<file path="src/rtl/vga_timing_pipeline.sv">
// Parametrised VGA timing generator: issues pixel addresses ahead of time and delays sync and
// blanking through a PIXEL_LATENCY-deep pipeline so they line up with the returned pixel data.
module vga_timing_pipeline #(
  parameter int unsigned H_ACTIVE      = 640,
  parameter int unsigned H_FRONT       = 16,
  parameter int unsigned H_SYNC        = 96,
  parameter int unsigned H_BACK        = 48,
  parameter int unsigned V_ACTIVE      = 480,
  parameter int unsigned V_FRONT       = 10,
  parameter int unsigned V_SYNC        = 2,
  parameter int unsigned V_BACK        = 29,
  parameter bit          H_SYNC_POL    = 1'b0,
  parameter bit          V_SYNC_POL    = 1'b0,
  parameter int unsigned COLOR_BITS    = 1,
  parameter int unsigned CNT_W         = 10,
  parameter int unsigned PIXEL_LATENCY = 0
) (
  input  logic                    Clock,
  input  logic                    Reset,
  input  logic                    Enable,
  output logic [CNT_W-1:0]        oColumn,
  output logic [CNT_W-1:0]        oRow,
  output logic                    oPixelRequest,
  output logic                    oFrameStart,
  input  logic [3*COLOR_BITS-1:0] iPixel,
  output logic                    oHorizontalSync,
  output logic                    oVerticalSync,
  output logic [COLOR_BITS-1:0]   oRed,
  output logic [COLOR_BITS-1:0]   oGreen,
  output logic [COLOR_BITS-1:0]   oBlue
);

  localparam int unsigned HTotal = H_ACTIVE + H_FRONT + H_SYNC + H_BACK;
  localparam int unsigned VTotal = V_ACTIVE + V_FRONT + V_SYNC + V_BACK;

  localparam logic [CNT_W-1:0] HLast      = CNT_W'(HTotal - 1);
  localparam logic [CNT_W-1:0] VLast      = CNT_W'(VTotal - 1);
  localparam logic [CNT_W-1:0] HActive    = CNT_W'(H_ACTIVE);
  localparam logic [CNT_W-1:0] VActive    = CNT_W'(V_ACTIVE);
  localparam logic [CNT_W-1:0] HSyncStart = CNT_W'(H_ACTIVE + H_FRONT);
  localparam logic [CNT_W-1:0] HSyncEnd   = CNT_W'(H_ACTIVE + H_FRONT + H_SYNC);
  localparam logic [CNT_W-1:0] VSyncStart = CNT_W'(V_ACTIVE + V_FRONT);
  localparam logic [CNT_W-1:0] VSyncEnd   = CNT_W'(V_ACTIVE + V_FRONT + V_SYNC);

  logic [CNT_W-1:0] col_q, col_d, row_q, row_d;

  always_comb begin
    col_d = col_q;
    row_d = row_q;
    if (Enable) begin
      if (col_q == HLast) begin
        col_d = '0;
        row_d = (row_q == VLast) ? '0 : row_q + CNT_W'(1);
      end else begin
        col_d = col_q + CNT_W'(1);
      end
    end
  end

  always_ff @(posedge Clock) begin
    if (Reset) begin
      col_q <= '0;
      row_q <= '0;
    end else begin
      col_q <= col_d;
      row_q <= row_d;
    end
  end

  assign oColumn       = col_q;
  assign oRow          = row_q;
  assign oPixelRequest = (col_q < HActive) && (row_q < VActive);
  assign oFrameStart   = (col_q == '0) && (row_q == '0) && Enable && !Reset;

  // Pipeline entries are {hs active, vs active, display}; all-zero is "blank, sync inactive".
  logic [2:0] cur;
  logic [2:0] tail;

  assign cur = {(col_q >= HSyncStart) && (col_q < HSyncEnd),
                (row_q >= VSyncStart) && (row_q < VSyncEnd),
                oPixelRequest};

  if (PIXEL_LATENCY == 0) begin : g_no_delay
    assign tail = cur;
  end else begin : g_delay
    logic [2:0] sr_q [PIXEL_LATENCY];
    logic [2:0] sr_d [PIXEL_LATENCY];

    always_comb begin
      sr_d = sr_q;
      if (Enable) begin
        sr_d[0] = cur;
        for (int i = 1; i < int'(PIXEL_LATENCY); i++) sr_d[i] = sr_q[i-1];
      end
    end

    always_ff @(posedge Clock) begin
      if (Reset) begin
        for (int i = 0; i < int'(PIXEL_LATENCY); i++) sr_q[i] <= '0;
      end else begin
        sr_q <= sr_d;
      end
    end

    assign tail = sr_q[PIXEL_LATENCY-1];
  end

  logic                    hs_q, hs_d, vs_q, vs_d;
  logic [3*COLOR_BITS-1:0] rgb_q, rgb_d;

  always_comb begin
    hs_d  = hs_q;
    vs_d  = vs_q;
    rgb_d = rgb_q;
    if (Enable) begin
      hs_d  = tail[2] ? H_SYNC_POL : !H_SYNC_POL;
      vs_d  = tail[1] ? V_SYNC_POL : !V_SYNC_POL;
      rgb_d = tail[0] ? iPixel : '0;
    end
  end

  always_ff @(posedge Clock) begin
    if (Reset) begin
      hs_q  <= !H_SYNC_POL;
      vs_q  <= !V_SYNC_POL;
      rgb_q <= '0;
    end else begin
      hs_q  <= hs_d;
      vs_q  <= vs_d;
      rgb_q <= rgb_d;
    end
  end

  assign oHorizontalSync = hs_q;
  assign oVerticalSync   = vs_q;
  assign oRed            = rgb_q[3*COLOR_BITS-1:2*COLOR_BITS];
  assign oGreen          = rgb_q[2*COLOR_BITS-1:COLOR_BITS];
  assign oBlue           = rgb_q[COLOR_BITS-1:0];

endmodule
</file>
<file path="config.mk">
export PLATFORM = sky130hd
export DESIGN_NAME = vga_timing_pipeline
export DESIGN_NICKNAME = d
export VERILOG_FILES = /design/src/rtl/vga_timing_pipeline.sv
export SDC_FILE = /design/constraint.sdc
export NUM_CORES = 1
export LEC_CHECK = 0
export CAP_MARGIN = 0
export CORE_MARGIN = 8
export CORE_UTILIZATION = 43
export DETAILED_ROUTE_END_ITERATION = 10
export GPL_TIMING_DRIVEN = 1
export PLACE_DENSITY_LB_ADDON = 0.08
export SLEW_MARGIN = 20
export SYNTH_ARGS = -nofsm -noshare
export SYNTH_HDL_FRONTEND = slang
export SYNTH_SLANG_ARGS = --single-unit
export TNS_END_PERCENT = 50
</file>
<file path="constraint.sdc">
create_clock -name Clock -period 1.7 [get_ports Clock]
set_clock_uncertainty 0.05 [all_clocks]
set_input_delay 0.425 -clock Clock [delete_from_list [all_inputs] [get_ports Clock]]
set_output_delay 0.425 -clock Clock [all_outputs]
set_load 0.01 [all_outputs]
</file>
======== After elaboration in Yosys (flattened, before gate mapping) ========
Cells that the tools add are included.
word-level totals
  register bits after elaboration ......... 25
  bits of input ports ..................... 6
cells by class
  $add $sub $neg .......................... 2
  equal/unequal tests ..................... 2
  reduce and logical (&&, ||, !) cells .... 10
  magnitude comparators ................... 6
  mux-type cells .......................... 5
operators with widths
  operator                 number
  $add A10 B1 Y10 const B  2
  $eq A10 B10 Y1 const B   2
  $logic_not A10 Y1        2
  $lt A10 B10 Y1 const B   2
  $lt A10 B9 Y1 const B    2
  $mux W10                 2
  $ge A10 B10 Y1 const B   1
  $ge A10 B9 Y1 const B    1
  $logic_and A1 B1 Y1      6
  $mux W3                  1
  $mux W1                  2
  $reduce_and A2 Y1        1
  $logic_not A1 Y1         1

======== Logic depth before layout (Yosys ltp) ========
Gate-level depths: netlist of run 1.
  word-level depth ........................ 4
  depth in mapped cells ................... 7
  depth with buffers taken out ............ 6

======== Worst setup path before layout of run 1 ========
Ideal clock, no wire load.
  path kind ............................... reg-to-reg
  start ................................... reg col_q[0], in the netlist oColumn[0]
  end ..................................... reg row_q[6], in the netlist oRow[6]
  setup time .............................. 70 ps
  required time ........................... 1,580 ps
  data arrival time ....................... 1,682 ps
  clock period less this slack ............ 1,802 ps
  setup slack ............................. -102 ps
  cell stages (with the launch flop) ...... 8
  path through ............................ dfxtp_1 -> ha_1 -> and4_1 -> buf_6 -> nand4_4 -> buf_6 -> or4_1 -> a21oi_1
between the ends
  word-level cells in the longest chain between the ends .. 2
ends and longest elaborated chain
  element                             RTL line  source
  start, declared                     45        logic [CNT_W-1:0] col_q, col_d, row_q, row_d;
  start signal, assigned              65        col_q <= col_d;
  $eq A10 B10 Y1                      51        if (col_q == HLast) begin
  $reduce_and A2 Y1 (no source line)  --
  end signal, assigned                66        row_q <= row_d;
  end, declared                       45
Every way passes these cells.
A chain may end at the register's enable or synchronous reset.

======== Final worst setup path of run 1 ========
  start ................................... reg col_q[0], in the netlist oColumn[0]
  end ..................................... out oFrameStart
between the ends
  word-level cells in the longest chain between the ends .. 4
ends and longest elaborated chain
  element                            RTL line  source
  $logic_not A10 Y1                  73        assign oFrameStart = (col_q == '0) && (row_q == '0) && Enable && !Reset;
  $logic_and A1 B1 Y1 (3 in series)  73
  end, declared                      24        output logic oFrameStart,
Every way passes these cells.

==> results of run 1 <==
==> critical path, delay by kind of cell (launching register included) <==
kind / cells / cell delay [ns]
buffers and inverters: 2 / 0.18
DFF: 1 / 0.37
and+or+nand+nor: 3 / 0.41
adders and majority gates: 1 / 0.15
==> state kept, by name, indices dropped and copies added (netlist names) <==
register / count
oHorizontalSync: 1
oColumn: 10
oVerticalSync: 1
rgb_q: 3
oRow: 10
==> cell families after synthesis <==
family / count (synthesis) / share of synthesized area, %
flip-flops: 25 / 40.28
AND/OR/NAND/NOR: 65 / 29.91
adder cells (fa/ha/maj): 4 / 4.028
AO/OA/AOI/OAI: 25 / 13.09
buffers and inverters: 11 / 4.834
multiplexers: 1 / 0.8057
XOR/XNOR: 10 / 7.049
==> path summary, 6_finish.rpt <==
kind / slack, ns / end / start
worst max-delay path: -0.21 / oFrameStart / oColumn[0]$_SDFFE_PP0P_
worst min-delay path: 0.43 / oVerticalSync$_SDFFE_PP1P_ / oVerticalSync$_SDFFE_PP1P_
worst max register to register: -0.14 / oRow[9]$_SDFFE_PP0P_ / oColumn[7]$_SDFFE_PP0P_
worst min register to register: 0.43 / oVerticalSync$_SDFFE_PP1P_ / oVerticalSync$_SDFFE_PP1P_
==> cells in the mapped netlist, drive strengths merged (3+ instances only) <==
library cell | count | share of area (%)
nor4 | 3 | 1.5
or3 | 3 | 1.5
buf | 3 | 2.4
o31ai | 4 | 2.4
nand3 | 7 | 2.8
nand3b | 3 | 1.8
o21ai | 5 | 2.0
ha | 4 | 4.0
nand4 | 5 | 3.7
and4 | 3 | 2.1
or4 | 4 | 2.4
xor2 | 6 | 4.2
nor2 | 19 | 5.7
dfxtp | 25 | 40
a21oi | 9 | 3.6
xnor2 | 4 | 2.8
and3 | 3 | 1.6
nand2 | 7 | 2.1
a32oi | 3 | 2.1
inv | 7 | 2.1
==> layout make-up <==
cell class / count / area share [%]
Clock buffer: 3 / 1.045
Clock inverter: 1 / 0.2323
Inverter: 7 / 1.220
Multi-Input combinational cell: 106 / 38.91
Sequential cell: 25 / 24.16
Tap cell: 31 / 1.800
Timing Repair Buffer: 81 / 32.64
==> per-layer routing <==
metal,vias up,routed length (microns),global-route usage (%)
li1,683,-,-
met1,669,1578,15.75
met2,33,1997,28.18
met3,10,152,3.147
met4,0,78,3.795
met5,-,0,0
==> per-stage QoR <==
stage               cell area, sq um  total power [mW]
floorplan                       1251            0.6636
global placement                1866            0.7248
detailed placement              1866            0.7260
CTS                             2038            0.9935
global route                    2155             1.023
finish                          2155            0.9851
==> power by group through the flow <==
stage	Combinational (mW)	Sequential (mW)	Clock [mW]
2_1_floorplan	0.0410	0.623	0
3_3_place_gp	0.111	0.614	0
3_5_place_dp	0.112	0.614	0
4_1_cts	0.114	0.601	0.278
5_1_grt	0.125	0.604	0.294
6_report	0.115	0.601	0.269
==> timing repair <==
item	4_1_cts	5_1_grt
resized for setup	69	27
pin swaps	8	14
cloned	1	0
setup endpoints to repair	43	20
setup buffers	8	2
==> results summary, run 1 <==
CTS built an H-tree with a depth of 1. The total power per unit cell area is 457.2 nW/um^2. For this design the static power due to leakage is slightly below 1 nW. The layout net count is ~230. The minimum clock period came out at about 1.9 ns.

The share of cells above drive strength 1 is between 40% and 50%. The cell total after placement is between 200 and 250. Detailed placement finished with a half-perimeter wire length of around 2800 microns. The routed wire length per instance came out at around 15 microns. For this run, the slowest stage of the critical path takes between 0.3 and 0.4 ns. The worst-case setup margin in the final layout is -0.2119 ns.

TritonCTS built the clock tree. The worst hold path depth came out at 1. The area inside the core boundary is 2758 sq um.

Clock latency on the worst-skew pair, taken at its later pin, is about 0.32 ns. Setup repair after global routing could not meet its margin everywhere. The aggregate global routing overflow came out at 0. The final setup TNS came out at -0.9943 ns. Yosys printed 0 warnings.

STA classifies the critical path endpoint as an output pin. The register area came out at around 520 sq um. The synthesized design contains 25 register bits. The repair_antennas step left the layout with diodes totalling 0.

The count of pins over their slew limit is 0. The floorplan die width came out at 69.76 microns. The checks that failed: setup timing.

The netlist area before placement is ~1200 sq um. The signal on the critical path passes through inv_1, ha_1, nor4b_4, nand4_1, nor2_1, buf_2. Before antenna repair, the detailed router went through 4 iterations. The number of enable flip-flop cells after synthesis is 0.

The power share of the clock group came out at a little over a quarter. The library cell used most frequently in the layout, excluding fill and tap cells, is buf_4. The share of the clock period used by the worst path after layout came out at 112.5%. The clock passes through at most 2 buffers. The proportion of power drawn by flip-flops and latches is 61.0%. In the layout the commonest cells are buf_4 (40), dlygate4sd2_1 (19), nor2_1 (17). The initial detailed-routing violation count is between 60 and 70. The most common flop cell mapped by yosys is dfxtp_1. The area occupied by multi-input gates is 838.3 sq um. The final worst hold slack is approximately 0.43 ns. The required time of the critical path is 1.22 ns.

The number of placement rows came out at 19. The area of the die is slightly below 5000 sq um. The achievable clock frequency is between 500 and 600 MHz. The unique cell type count in the Yosys netlist is 35.

The number of hold buffers added after CTS was 0. In the global route stage, overall resource usage came out at roughly 15%. The switching power as a share of total power is between 20 and 25%. Cells fill between 70% and 80% of the core in the end. Setup violations remaining at the end of the flow were counted as 11. The gate count of the mapped netlist came out at 141. The part of the Yosys area used for sequential elements is roughly 40%. The layout-stage area growth over the synthesis result came out at 73.41%. The first global-routing pass estimated approximately 6200 microns of wire.

Counting every net in the synthesized netlist gives 151. The tightest min-delay check is of the flop to flop type. The run finished, with violations left. The arrival time at the worst endpoint came out at ~1.4 ns.

The number of standard cells in the layout, taps in and fillers out is between 200 and 300. The setup slack at placement is -0.6863 ns. A synthesized cell averages slightly below 9 sq um. The die is roughly 70 microns tall. On the critical path, the stage with the largest delay is an instance of dfxtp_4.

The routed layout has about 1,400 vias. The total count of hold-check failures in the final report is 0. The largest net degree at the start of global routing came out at 15.

The maximum vdd ir drop came out at 0.4592 mV. The number of remaining DRC errors is 0. The critical path is of the flop to output pin type.

The remaining max-slew budget at the tightest pin came out at 74.88%. The number of antenna violations at the first check in global routing came out at 0. The via count of the first global-routing pass is 1,399. Summed over all nets, the switching power comes to approximately 240 uW.

The TritonCTS buffer count came out at 3. The wire length reported by the detailed router came out at ~3800 microns. At the pin with the least slew margin, the transition time is roughly 0.38 ns. Max-cap violations in this run came to 0. The total clock sinks came out at 25. The clock-pin transition on the worst setup and hold timing paths is 0.14 ns. After detailed routing, the number of vias per cell comes to approximately 5.5. Once the floorplan was initialized, standard cells occupied 45.05% of the core. The number of filler cells placed in the layout came out at approximately 200. The number of primary I/O pins came out at 33. Routability-driven placement finished with a final weighted congestion of roughly 0.79. The worst setup path is launched from a flop.

The clock root buffer is clkbuf_4. Buffers placed on the I/O ports in this run total 32. The largest driver fanout on the critical path is 2. The internal power summed over all cells is around 750 uW. Counting cells, the worst reg-to-reg path comes to 6. The number of routed nets with antenna violations came out at 0. The share of async-settable or async-resettable flops after synthesis came out at 0%. The power share of the combinational group is 11.7%.
No activity file was read; power rests on OpenSTA's default activity.
==> inputs of run 2 (changes only) <==
--- a/config.mk
+++ b/config.mk
@@ -6,7 +6,7 @@
 export NUM_CORES = 1
 export LEC_CHECK = 0
 export CAP_MARGIN = 0
-export CORE_MARGIN = 8
+export CORE_MARGIN = 2
 export CORE_UTILIZATION = 43
 export DETAILED_ROUTE_END_ITERATION = 10
 export GPL_TIMING_DRIVEN = 1
==> results summary, run 2 (synthesized netlist as in run 1, its figures left out) <==
The number of antenna violations at the first check in global routing is 0 (unchanged). The share of the clock period used by the worst path after layout is 113.1% (+0.61 points). The number of standard cells in the layout, taps in and fillers out came to 258 (+1.6%). The total chip power came out at 1.003 mW (+1.8%). The maximum vdd ir drop is 0.5079 mV (+11%).

The worst-case setup margin in the final layout is -0.2223 ns (-0.01041 ns). The floorplan die width was 57.76 microns (-17%). The routability congestion estimate is 0.7703 (-2.5%). The remaining max-slew budget at the tightest pin came out at 71.76% (-3.1 points).

The most common library cell in the layout ignoring fill and taps is buf_4. The largest net degree at the start of global routing came out at 15 (unchanged). The count of pins over their slew limit came to 0 (unchanged). The clock latency on the worst-skew pair is 0.33 ns (about the same). The number of buffers inserted by port buffering came out at 32 (unchanged). The worst setup path is of the flop to output pin kind.

The layout net count was 238 (+1.7%). Broken down by cell family, the worst path's largest delay share belongs to flip-flops. The slowest stage of the critical path belongs to the cell dfxtp_2. The total count of hold-check failures in the final report is 0 (unchanged). The detailed-router iteration count before antenna repair is 4 (unchanged). The final reports fail on setup timing. The layout-stage area growth over the synthesis result is 77.24%.

TritonCTS built the clock tree. The total clock sinks came to 25 (unchanged). The kind of launch point of the worst setup path is a flop. The combined buffer and inverter count along the critical path came to 3 (+1).

The signal on the critical path passes through inv_2, ha_2, nor4b_4, buf_4, nand2_2, nor2_1, buf_2. The TritonCTS buffer count came out at 3 (unchanged). The library cells used most frequently in the layout, excluding fill and tap cells, are buf_4 (44), dlygate4sd2_1 (23), nor2_1 (17). The required time of the critical path came out at 1.22 ns (about the same).

The total power per unit cell area was 455.3 nW/um^2 (-0.43%). The power share of the combinational group is 12.3% (+0.6 points). The via count of the first global-routing pass is 1,375 (-1.7%). The internal power summed over all cells is 750.1 uW (+0.41%). The wire length reported by the detailed router is 3976 microns (+4.5%). The number of max-cap violations was 0 (unchanged). The startpoint identified for the worst hold timing path is oRow[8]$_SDFFE_PP0P_.

The most critical setup path has its startpoint at oRow[1]$_SDFFE_PP0P_. The total of hold buffers inserted after clock tree synthesis came out at 0 (unchanged). The clock-pin transition on the worst setup and hold timing paths is 0.15 ns (about the same).

The share of cells above drive strength 1 is 47.14% (+3.6 points). The switching power as a share of total power is 25.18% (+1.0 points). The aggregate global routing overflow is 0 (unchanged).

The area of the die came to 3336 sq um (-31%). The number of primary I/O pins came out at 33 (unchanged). The initial cell density of the core is 45.05% (unchanged). The cell area after placement came out at 1858 sq um (-0.40%). The static leakage came out at 0.9792 nW (-0.87%). The overall via count from detail_route is 1,410 (+1.1%). The largest buffer count on any clock path was 2 (unchanged). The deepest level of the CTS H-tree came out at 1 (unchanged). The area inside the core boundary is 2758 sq um (unchanged). The delay of the slowest cell on the worst path came out at 0.35 ns (-0.02 ns). The arrival time at the worst endpoint is 1.45 ns (about the same). STA classifies the critical path endpoint as an output pin. The achievable clock frequency came out at 520.2 MHz (-0.54%).

The final setup TNS was -1.158 ns (-0.1637 ns). The number of routed nets with antenna violations is 0 (unchanged). The overall routing resource usage was 23.17% (+8.4 points).

The routed wire length per instance is 15.41 microns (+2.8%). Setup repair after global routing could not meet its margin everywhere. The largest driver fanout on the critical path was 2 (unchanged).

The final worst hold slack came out at 0.4622 ns (+0.03218 ns). The design area was 2202 sq um (+2.2%). The half-perimeter wire length of the detailed placement result was 2530 microns (-8.8%). The switching power total is 252.5 uW (+6.0%).

The initial detailed-routing violation count came out at 47 (-23%). The number of remaining DRC errors came out at 0 (unchanged). The setup violation total in the final timing report was 10 (-1).

The startpoint identified for the worst register-to-register timing path is oColumn[7]$_SDFFE_PP0P_. The number of vias per cell after detailed routing came out at 5.465 (-0.49%). The class of the tightest hold or removal check is flop to flop. The die boundary height is 57.76 microns (-17%).

The cell total after placement came out at 238 (-0.42%). The clock root buffer is clkbuf_4. The proportion of power drawn by flip-flops and latches is 60.1% (-0.9 points). The number of placement rows is 19 (unchanged). The flow ran to the end, but the final reports show violations. The first-pass GRT wire length is 6085 microns (-2.3%). The antenna diode count came out at 0 (unchanged).

The power share of the clock group came to 27.7% (+0.4 points). The transition time at the pin with the least slew margin is 0.4197 ns (+0.04333 ns). The minimum clock period came out at 1.922 ns (+0.01041 ns).
[run 2: cell count changes in the layout (fill, tap and decap cells not counted), sizes merged]
| cell | before | now |
|---|---|---|
| buf | 52 | 56 |
| clkdlybuf4s15 | 3 | 2 |
| dlymetal6s2s | 3 | 0 |
| dlygate4sd2 | 19 | 23 |
[run 2: cell type report]
| type | count | area, sq um |
|---|---|---|
| clock buffers | 3 | 22.52 |
| repair buffers | 85 | 729.5 |
| well taps | 31 | 38.79 |
| fillers | 188 | 555.5 |
| clock inverters | 1 | 5.005 |
| inverters | 7 | 26.28 |
| multi-input cells | 106 | 858.3 |
| flip-flops and latches | 25 | 521.8 |
[run 2: repair_timing]
item / CTS / global route
cloned: 1 / 0
buffers inserted: 8 / 7
pin swaps: 9 / 10
resized for setup: 72 / 28
setup endpoints to repair: 44 / 22
[run 2: final timing paths]
check                               to  depth (start not counted)  slack [ns]
setup reg to reg  oRow[9]$_SDFFE_PP0P_                          6       -0.16
hold reg to reg   oRow[8]$_SDFFE_PP0P_                          2        0.46
hold / removal    oRow[8]$_SDFFE_PP0P_                          2        0.46
setup / recovery           oFrameStart                          7       -0.22
[run 2: power groups by stage]
| stage | Combinational (mW) | Sequential (mW) | Clock [mW] |
|---|---|---|---|
| 2_1_floorplan | 0.0410 | 0.623 | 0 |
| 3_3_place_gp | 0.110 | 0.614 | 0 |
| 3_5_place_dp | 0.113 | 0.615 | 0 |
| 4_1_cts | 0.117 | 0.602 | 0.279 |
| 5_1_grt | 0.131 | 0.604 | 0.307 |
| 6_report | 0.123 | 0.602 | 0.277 |
[run 2: metrics by stage]
stage | utilization [%] | setup WS, ns
after floorplan | - | 0.001484
after global routing | 79.85 | -0.2903
final | 79.85 | -0.2223
after CTS | 74.41 | -0.2447
after global placement | 67.38 | -0.6797
after detailed placement | 67.38 | -0.6767
[run 2: worst register-to-register path, delay by kind of cell (launching register included)]
kind | cells | cell delay (ns)
buffers and inverters | 2 | 0.22
AND/OR/NAND/NOR | 3 | 1.05
flip-flops | 1 | 0.36
AO/OA/AOI/OAI | 1 | 0.14
[run 2: routing by layer]
| metal | global-route usage, % | share of wire [%] | vias up |
|---|---|---|---|
| li1 | - | - | 691 |
| met2 | 43.02 | 52 | 39 |
| met4 | 7.973 | 2.5 | 0 |
| met5 | 0 | 0 | - |
| met3 | 2.455 | 3.4 | 11 |
| met1 | 27.49 | 42 | 669 |
==> inputs of run 3 (changes only) <==
--- a/config.mk
+++ b/config.mk
@@ -9,6 +9,7 @@
 export CORE_MARGIN = 2
 export CORE_UTILIZATION = 43
 export DETAILED_ROUTE_END_ITERATION = 10
+export GPL_ROUTABILITY_DRIVEN = 0
 export GPL_TIMING_DRIVEN = 1
 export PLACE_DENSITY_LB_ADDON = 0.08
 export SLEW_MARGIN = 20
==> results of run 3 <==
The final DEF is identical to that of run 2; final timing and power are the same.
